--- src/rtl/rect_meter_pkg.sv ---
// Shared types and helpers for the rect_meter measurement block.
package rect_meter_pkg;

  typedef enum logic [1:0] {
    IDLE,
    ARM,
    HIGH,
    LOW
  } rm_state_t;

  localparam int unsigned SYNC_MIN = 2;
  localparam int unsigned SYNC_MAX = 4;
  localparam int unsigned SAT_W    = 64;

  // Unsigned add clamped to 2^w-1 (w <= SAT_W).
  function automatic logic [SAT_W-1:0] sat_add(input logic [SAT_W-1:0] a,
                                               input logic [SAT_W-1:0] b,
                                               input int unsigned      w);
    logic [SAT_W:0] sum;
    logic [SAT_W:0] lim;
    sum = {1'b0, a} + {1'b0, b};
    lim = ({{SAT_W{1'b0}}, 1'b1} << w) - 1'b1;
    if (sum > lim) begin
      return lim[SAT_W-1:0];
    end
    return sum[SAT_W-1:0];
  endfunction

endpackage

--- src/rtl/rect_meter_edge_sync.sv ---
// Synchroniser chain for the asynchronous probe input plus one-cycle
// delayed copy used for rise/fall detection.
module edge_sync
  import rect_meter_pkg::*;
#(
  parameter int unsigned SYNC_STAGES = SYNC_MIN
) (
  input  logic clk,
  input  logic rst,
  input  logic sig_in,
  output logic sig_s,
  output logic rise,
  output logic fall
);

  logic [SYNC_STAGES-1:0] r_sync;
  logic                   r_sig_d;

  always_ff @(posedge clk) begin
    if (rst) begin
      r_sync  <= '0;
      r_sig_d <= 1'b0;
    end else begin
      r_sync  <= {r_sync[SYNC_STAGES-2:0], sig_in};
      r_sig_d <= r_sync[SYNC_STAGES-1];
    end
  end

  assign sig_s = r_sync[SYNC_STAGES-1];
  assign rise  = sig_s & ~r_sig_d;
  assign fall  = ~sig_s & r_sig_d;

endmodule

--- src/rtl/rect_meter.sv ---
// Measures high time, low time and period of a rectangular input in clk
// cycles; one record per completed period over a valid/ready handshake.
module rect_meter
  import rect_meter_pkg::*;
#(
  parameter int unsigned CNT_W       = 32,
  parameter int unsigned SYNC_STAGES = 2
) (
  input  logic             clk,
  input  logic             rst,
  input  logic             en,
  input  logic             sig_in,
  output logic             meas_valid,
  input  logic             meas_ready,
  output logic [CNT_W-1:0] th,
  output logic [CNT_W-1:0] tl,
  output logic [CNT_W-1:0] period,
  output logic             ovf,
  output logic             overrun
);

  localparam int unsigned SYNC_N = (SYNC_STAGES < SYNC_MIN) ? SYNC_MIN :
                                   (SYNC_STAGES > SYNC_MAX) ? SYNC_MAX : SYNC_STAGES;
  localparam logic [CNT_W-1:0] CNT_MAX = '1;
  localparam logic [CNT_W-1:0] CNT_ONE = CNT_W'(1);

  logic             w_sig_s;
  logic             w_rise;
  logic             w_fall;
  logic [CNT_W-1:0] w_th_inc;
  logic [CNT_W-1:0] w_tl_inc;
  logic [CNT_W-1:0] w_rec_th;
  logic [CNT_W-1:0] w_rec_tl;
  logic [CNT_W:0]   w_sum;
  logic [CNT_W-1:0] w_rec_per;
  logic             w_rec_ovf;

  rm_state_t        r_state;
  logic [CNT_W-1:0] r_th_c;
  logic [CNT_W-1:0] r_tl_c;
  logic             r_pub;
  logic [CNT_W-1:0] r_pub_th;
  logic [CNT_W-1:0] r_pub_tl;
  logic [CNT_W-1:0] r_pub_per;
  logic             r_pub_ovf;
  logic             r_valid;
  logic [CNT_W-1:0] r_th;
  logic [CNT_W-1:0] r_tl;
  logic [CNT_W-1:0] r_per;
  logic             r_ovf;
  logic             r_overrun;

  edge_sync #(
    .SYNC_STAGES(SYNC_N)
  ) u_sync (
    .clk   (clk),
    .rst   (rst),
    .sig_in(sig_in),
    .sig_s (w_sig_s),
    .rise  (w_rise),
    .fall  (w_fall)
  );

  assign w_th_inc = CNT_W'(sat_add(SAT_W'(r_th_c), SAT_W'(1), CNT_W));
  assign w_tl_inc = CNT_W'(sat_add(SAT_W'(r_tl_c), SAT_W'(1), CNT_W));

  // Record contents for whichever publish can happen this cycle: a HIGH
  // timeout, a LOW timeout, or the normal end-of-period rise in LOW.
  always_comb begin
    w_rec_th = r_th_c;
    w_rec_tl = r_tl_c;
    if (r_state == HIGH) begin
      w_rec_th = w_th_inc;
      w_rec_tl = '0;
    end else if (!w_rise) begin
      w_rec_tl = w_tl_inc;
    end
    w_sum     = {1'b0, w_rec_th} + {1'b0, w_rec_tl};
    w_rec_per = w_sum[CNT_W] ? CNT_MAX : w_sum[CNT_W-1:0];
    w_rec_ovf = w_sum[CNT_W] | (w_rec_th == CNT_MAX) | (w_rec_tl == CNT_MAX);
  end

  always_ff @(posedge clk) begin
    if (rst) begin
      r_state   <= IDLE;
      r_th_c    <= '0;
      r_tl_c    <= '0;
      r_pub     <= 1'b0;
      r_pub_th  <= '0;
      r_pub_tl  <= '0;
      r_pub_per <= '0;
      r_pub_ovf <= 1'b0;
    end else begin
      r_pub <= 1'b0;
      if (!en) begin
        r_state <= IDLE;
        r_th_c  <= '0;
        r_tl_c  <= '0;
      end else begin
        case (r_state)
          IDLE: r_state <= ARM;
          ARM: begin
            if (w_rise) begin
              r_th_c  <= CNT_ONE;
              r_tl_c  <= '0;
              r_state <= HIGH;
            end
          end
          HIGH: begin
            if (w_fall) begin
              r_tl_c  <= CNT_ONE;
              r_state <= LOW;
            end else if (w_sig_s) begin
              if (w_th_inc == CNT_MAX) begin
                r_pub     <= 1'b1;
                r_pub_th  <= w_rec_th;
                r_pub_tl  <= w_rec_tl;
                r_pub_per <= w_rec_per;
                r_pub_ovf <= w_rec_ovf;
                r_th_c    <= '0;
                r_tl_c    <= '0;
                r_state   <= ARM;
              end else begin
                r_th_c <= w_th_inc;
              end
            end
          end
          LOW: begin
            if (w_rise) begin
              r_pub     <= 1'b1;
              r_pub_th  <= w_rec_th;
              r_pub_tl  <= w_rec_tl;
              r_pub_per <= w_rec_per;
              r_pub_ovf <= w_rec_ovf;
              r_th_c    <= CNT_ONE;
              r_tl_c    <= '0;
              r_state   <= HIGH;
            end else if (!w_sig_s) begin
              if (w_tl_inc == CNT_MAX) begin
                r_pub     <= 1'b1;
                r_pub_th  <= w_rec_th;
                r_pub_tl  <= w_rec_tl;
                r_pub_per <= w_rec_per;
                r_pub_ovf <= w_rec_ovf;
                r_th_c    <= '0;
                r_tl_c    <= '0;
                r_state   <= ARM;
              end else begin
                r_tl_c <= w_tl_inc;
              end
            end
          end
          default: r_state <= IDLE;
        endcase
      end
    end
  end

  // A pending record is only replaced when it is accepted in the same cycle.
  always_ff @(posedge clk) begin
    if (rst) begin
      r_valid   <= 1'b0;
      r_th      <= '0;
      r_tl      <= '0;
      r_per     <= '0;
      r_ovf     <= 1'b0;
      r_overrun <= 1'b0;
    end else if (r_pub) begin
      if (!r_valid || meas_ready) begin
        r_valid <= 1'b1;
        r_th    <= r_pub_th;
        r_tl    <= r_pub_tl;
        r_per   <= r_pub_per;
        r_ovf   <= r_pub_ovf;
      end else begin
        r_overrun <= 1'b1;
      end
    end else if (r_valid && meas_ready) begin
      r_valid <= 1'b0;
    end
  end

  assign meas_valid = r_valid;
  assign th         = r_th;
  assign tl         = r_tl;
  assign period     = r_per;
  assign ovf        = r_ovf;
  assign overrun    = r_overrun;

endmodule

--- config.mk ---
export PLATFORM = sky130hd
export DESIGN_NAME = rect_meter
export DESIGN_NICKNAME = d
export VERILOG_FILES = /design/src/rtl/rect_meter_pkg.sv /design/src/rtl/rect_meter_edge_sync.sv /design/src/rtl/rect_meter.sv
export SDC_FILE = /design/constraint.sdc
export NUM_CORES = 1
export LEC_CHECK = 0
export ABC_AREA = 1
export BUFFER_PORTS_ARGS = -buffer_cell sky130_fd_sc_hd__clkbuf_2
export CAP_MARGIN = 20
export CORE_ASPECT_RATIO = 0.9
export CORE_MARGIN = 2
export CORE_UTILIZATION = 30
export CTS_BUF_LIST = sky130_fd_sc_hd__clkbuf_8
export DETAILED_ROUTE_END_ITERATION = 6
export GPL_ROUTABILITY_DRIVEN = 0
export PLACE_DENSITY_LB_ADDON = 0.05
export SYNTH_ARGS = -nofsm -noshare
export SYNTH_HDL_FRONTEND = slang
export SYNTH_SLANG_ARGS = --single-unit
--- constraint.sdc ---
create_clock -name clk -period 5.1 [get_ports clk]
set_input_delay 0.51 -clock clk [delete_from_list [all_inputs] [get_ports clk]]
set_output_delay 0.51 -clock clk [all_outputs]
set_load 0.005 [all_outputs]
==> metrics <==
syn_nets=2544; WHS Endpoint=overrun$_SDFFE_PP0P_; vias in the first global route=16083; leakage=0.00824 µW; Root Buffer=clkbuf_8; Worst-path clk slew=60 ps; Layout area overhead=19.1%; highest clock rate=211 MHz; die width=246 µm; Routed WL=61900 µm; Initial DRT Pass Iterations=5; hold wc startpoint=meas_ready; WP data required=5610 ps; critical path depth in cells=28; clock skew=43.4 ps; CP most frequent cell=nand2_1; average vias per placed instance=4.99; RR Endpoint=r_pub_per[27]$_SDFFE_PP0P_; asr flop ratio synth=0%; status=complete, no violations; RSZ-0062 raised after global routing=no; post-layout net count=2716; Final Hold Fails=0; synth unique cells=47; CP arrival=5260 ps; Final Slew Violations=0; Ys Warns=0; Setup crit end kind=register; total grt overflow=0; synthesized instance count=2506; initial core utilization=30.4%; # setup viols final=0; CP Class=reg -> reg; Netlist Area Pre-Place=15800 µm²; CP peak stage delay=390 ps; total CTS buffers=49; most frequent cells in the layout=nand2_1, nor2_1, o21ai_0, inv_1, dfxtp_1; Post-DP HPWL=47800 µm; Worst path top cell family by delay=simple AND/OR/NAND/NOR gates; most common cell after layout, fill and taps aside=nand2_1; CTS tree=built; met3 WL=3920 µm; placed cells=3312; EDFF count, synth=0; CTS sink cnt=266; initial antenna violation count=3; number of buffers added on ports=103; # IOs=104; Peak VDD IR=0.136 mV; met2 WL post-DR=26300 µm; actual slew at the worst max-slew pin=845 ps; M1 wire length=29800 µm; largest net degree at the start of global routing=105; minimum clock period after layout=4740 ps; fin crit share=93.0%; worst reg2reg startpoint=r_th_c[0]$_SDFFE_PP0P_; layout cells sized above 1=15.6%; GRT Util Overall=22.3%; Seq/Total Area, Yosys=33.8%; Hold Crit Class=in -> reg; hold path depth=4; Util after Layout=36.2%; global-route wire length before repair=94500 µm; number of vias in the routed layout=16957; Max-slew headroom=43.1%; Synth Flop Type=dfxtp_1; worst skew pair latency=650 ps; full die area=54400 µm²; Die H=221 µm; non-filler cells, final=3397; core footprint=51800 µm²; Critical Path Slowest Stage Cell=dfxtp_1; DRC Markers=0; Synth Area per Inst=6.29 µm²; setup_tns=0 ps; final hold slack=159 ps; initial DRC count=1550; Row Count=79; WL/cell=18.2 µm; R2R depth=28; Power, Total=4580 µW; WP buf/inv=4; uppermost layer routed=met5; power per cell area=244 nW/µm²; final antenna-violating net count=0; worst-path fanout max=10; Synth Register Bits=266; H-Tree Depth=2; Worst setup SP type=register; R2R Setup Slk=360 ps; maxcap violations=0; Bufs on Longest Clock Path=3
[state kept, by name, indices dropped and copies added, names as in the netlist]
signal          count
r_pub               1
r_pub_ovf           1
r_tl_c             32
meas_valid          1
u_sync.r_sync       2
period             32
r_state             2
u_sync.r_sig_d      1
th                 32
r_th_c             32
r_pub_th           32
ovf                 1
overrun             1
tl                 32
r_pub_per          32
r_pub_tl           32
[worst max path at each step]
stage | from | end | slack, ps
global route | r_th_c[0]$_SDFFE_PP0P_ | r_pub_per[27]$_SDFFE_PP0P_ | 20
finish | r_th_c[0]$_SDFFE_PP0P_ | r_pub_per[27]$_SDFFE_PP0P_ | 360
floorplan | r_th_c[1]$_SDFFE_PP0P_ | r_pub_per[2]$_SDFFE_PP0P_ | 1130
detailed placement | r_tl_c[1]$_SDFFE_PP0P_ | r_pub_per[29]$_SDFFE_PP0P_ | 190
global placement | r_tl_c[1]$_SDFFE_PP0P_ | r_pub_ovf$_SDFFE_PP0P_ | 140
CTS | r_tl_c[1]$_SDFFE_PP0P_ | r_pub_per[29]$_SDFFE_PP0P_ | 130
[worst min-delay path, cell delays in order]
cell	delay, ps
clkbuf_2	70
inv_1	40
nand3_1	60
a21oi_1	50
[report_power, final]
group	total (µW)	leakage (µW)	internal (µW)	switching, µW
logic	386	0.00555	117	269
clock network	2070	0.000551	1130	948
registers	2120	0.00215	2090	21.6
total	4580	0.00824	3340	1240
[cell usage after synthesis, types with 4 or more instances]
cell type	instances	area (µm²)
xnor2_1	6	52.6
o21a_1	8	60.1
nand2_2	24	150
and2_1	4	25.0
nor4_1	9	56.3
nand3_2	4	40.0
inv_2	11	41.3
ha_1	32	400
nand4_1	43	269
a211oi_1	14	105
o21ai_0	300	1500
dfxtp_1	266	5330
buf_1	7	26.3
inv_1	259	972
nor2_1	448	1680
clkbuf_1	83	312
clkinv_1	4	15.0
nand3b_1	4	30.0
a21oi_1	190	951
xor2_1	20	175
nand3_1	136	681
nor3_1	34	170
nand2_1	493	1850
o21bai_1	4	30.0
o211ai_1	8	60.1
a31oi_1	5	31.3
buf_2	16	80.1
nor2_4	12	135
nor2_2	29	181
[cell type report]
cell class	count	area, µm²
fillers	5834	33000
multi-input cells	1855	9030
flip-flops and latches	266	5330
repair buffers	232	1550
inverters	274	1030
well taps	688	861
clock buffers	58	798
clock inverters	23	163
diodes	1	2.50
[logic make-up (layout without fill, tap and decap cells)]
logic type | count (synthesis) | in the layout | share of synthesized area [%]
other | 0 | 1 | 0
AO/OA/AOI/OAI | 544 | 544 | 18.2
XOR/XNOR | 27 | 27 | 1.55
flip-flops | 266 | 266 | 33.8
adder cells (fa/ha/maj) | 33 | 33 | 2.67
AND/OR/NAND/NOR | 1251 | 1251 | 34.3
buffers and inverters | 385 | 587 | 9.47
[metal layers]
metal / vias to the layer above / track usage, %
met5: - / 0
met4: 2 / 7.49
met3: 96 / 3.87
met2: 475 / 33.6
met1: 7895 / 32.0
li1: 8489 / -
[what timing repair did]
action / 4_1_cts / 5_1_grt
endpoints found under the hold margin: 1 / 0
hold buffers: 1 / 0
buffers inserted: 0 / 2
gates resized for setup: 0 / 29
endpoints found under the setup margin: 0 / 33
[metrics by stage]
stage / area (µm²) / setup WS [ps]
2_1_floorplan: 15800 / 1130
3_3_place_gp: 17700 / 136
3_5_place_dp: 17700 / 189
4_1_cts: 18600 / 130
5_1_grt: 18800 / 16.7
6_report: 18800 / 355
Note: power is estimated with default switching activity, not from simulation.
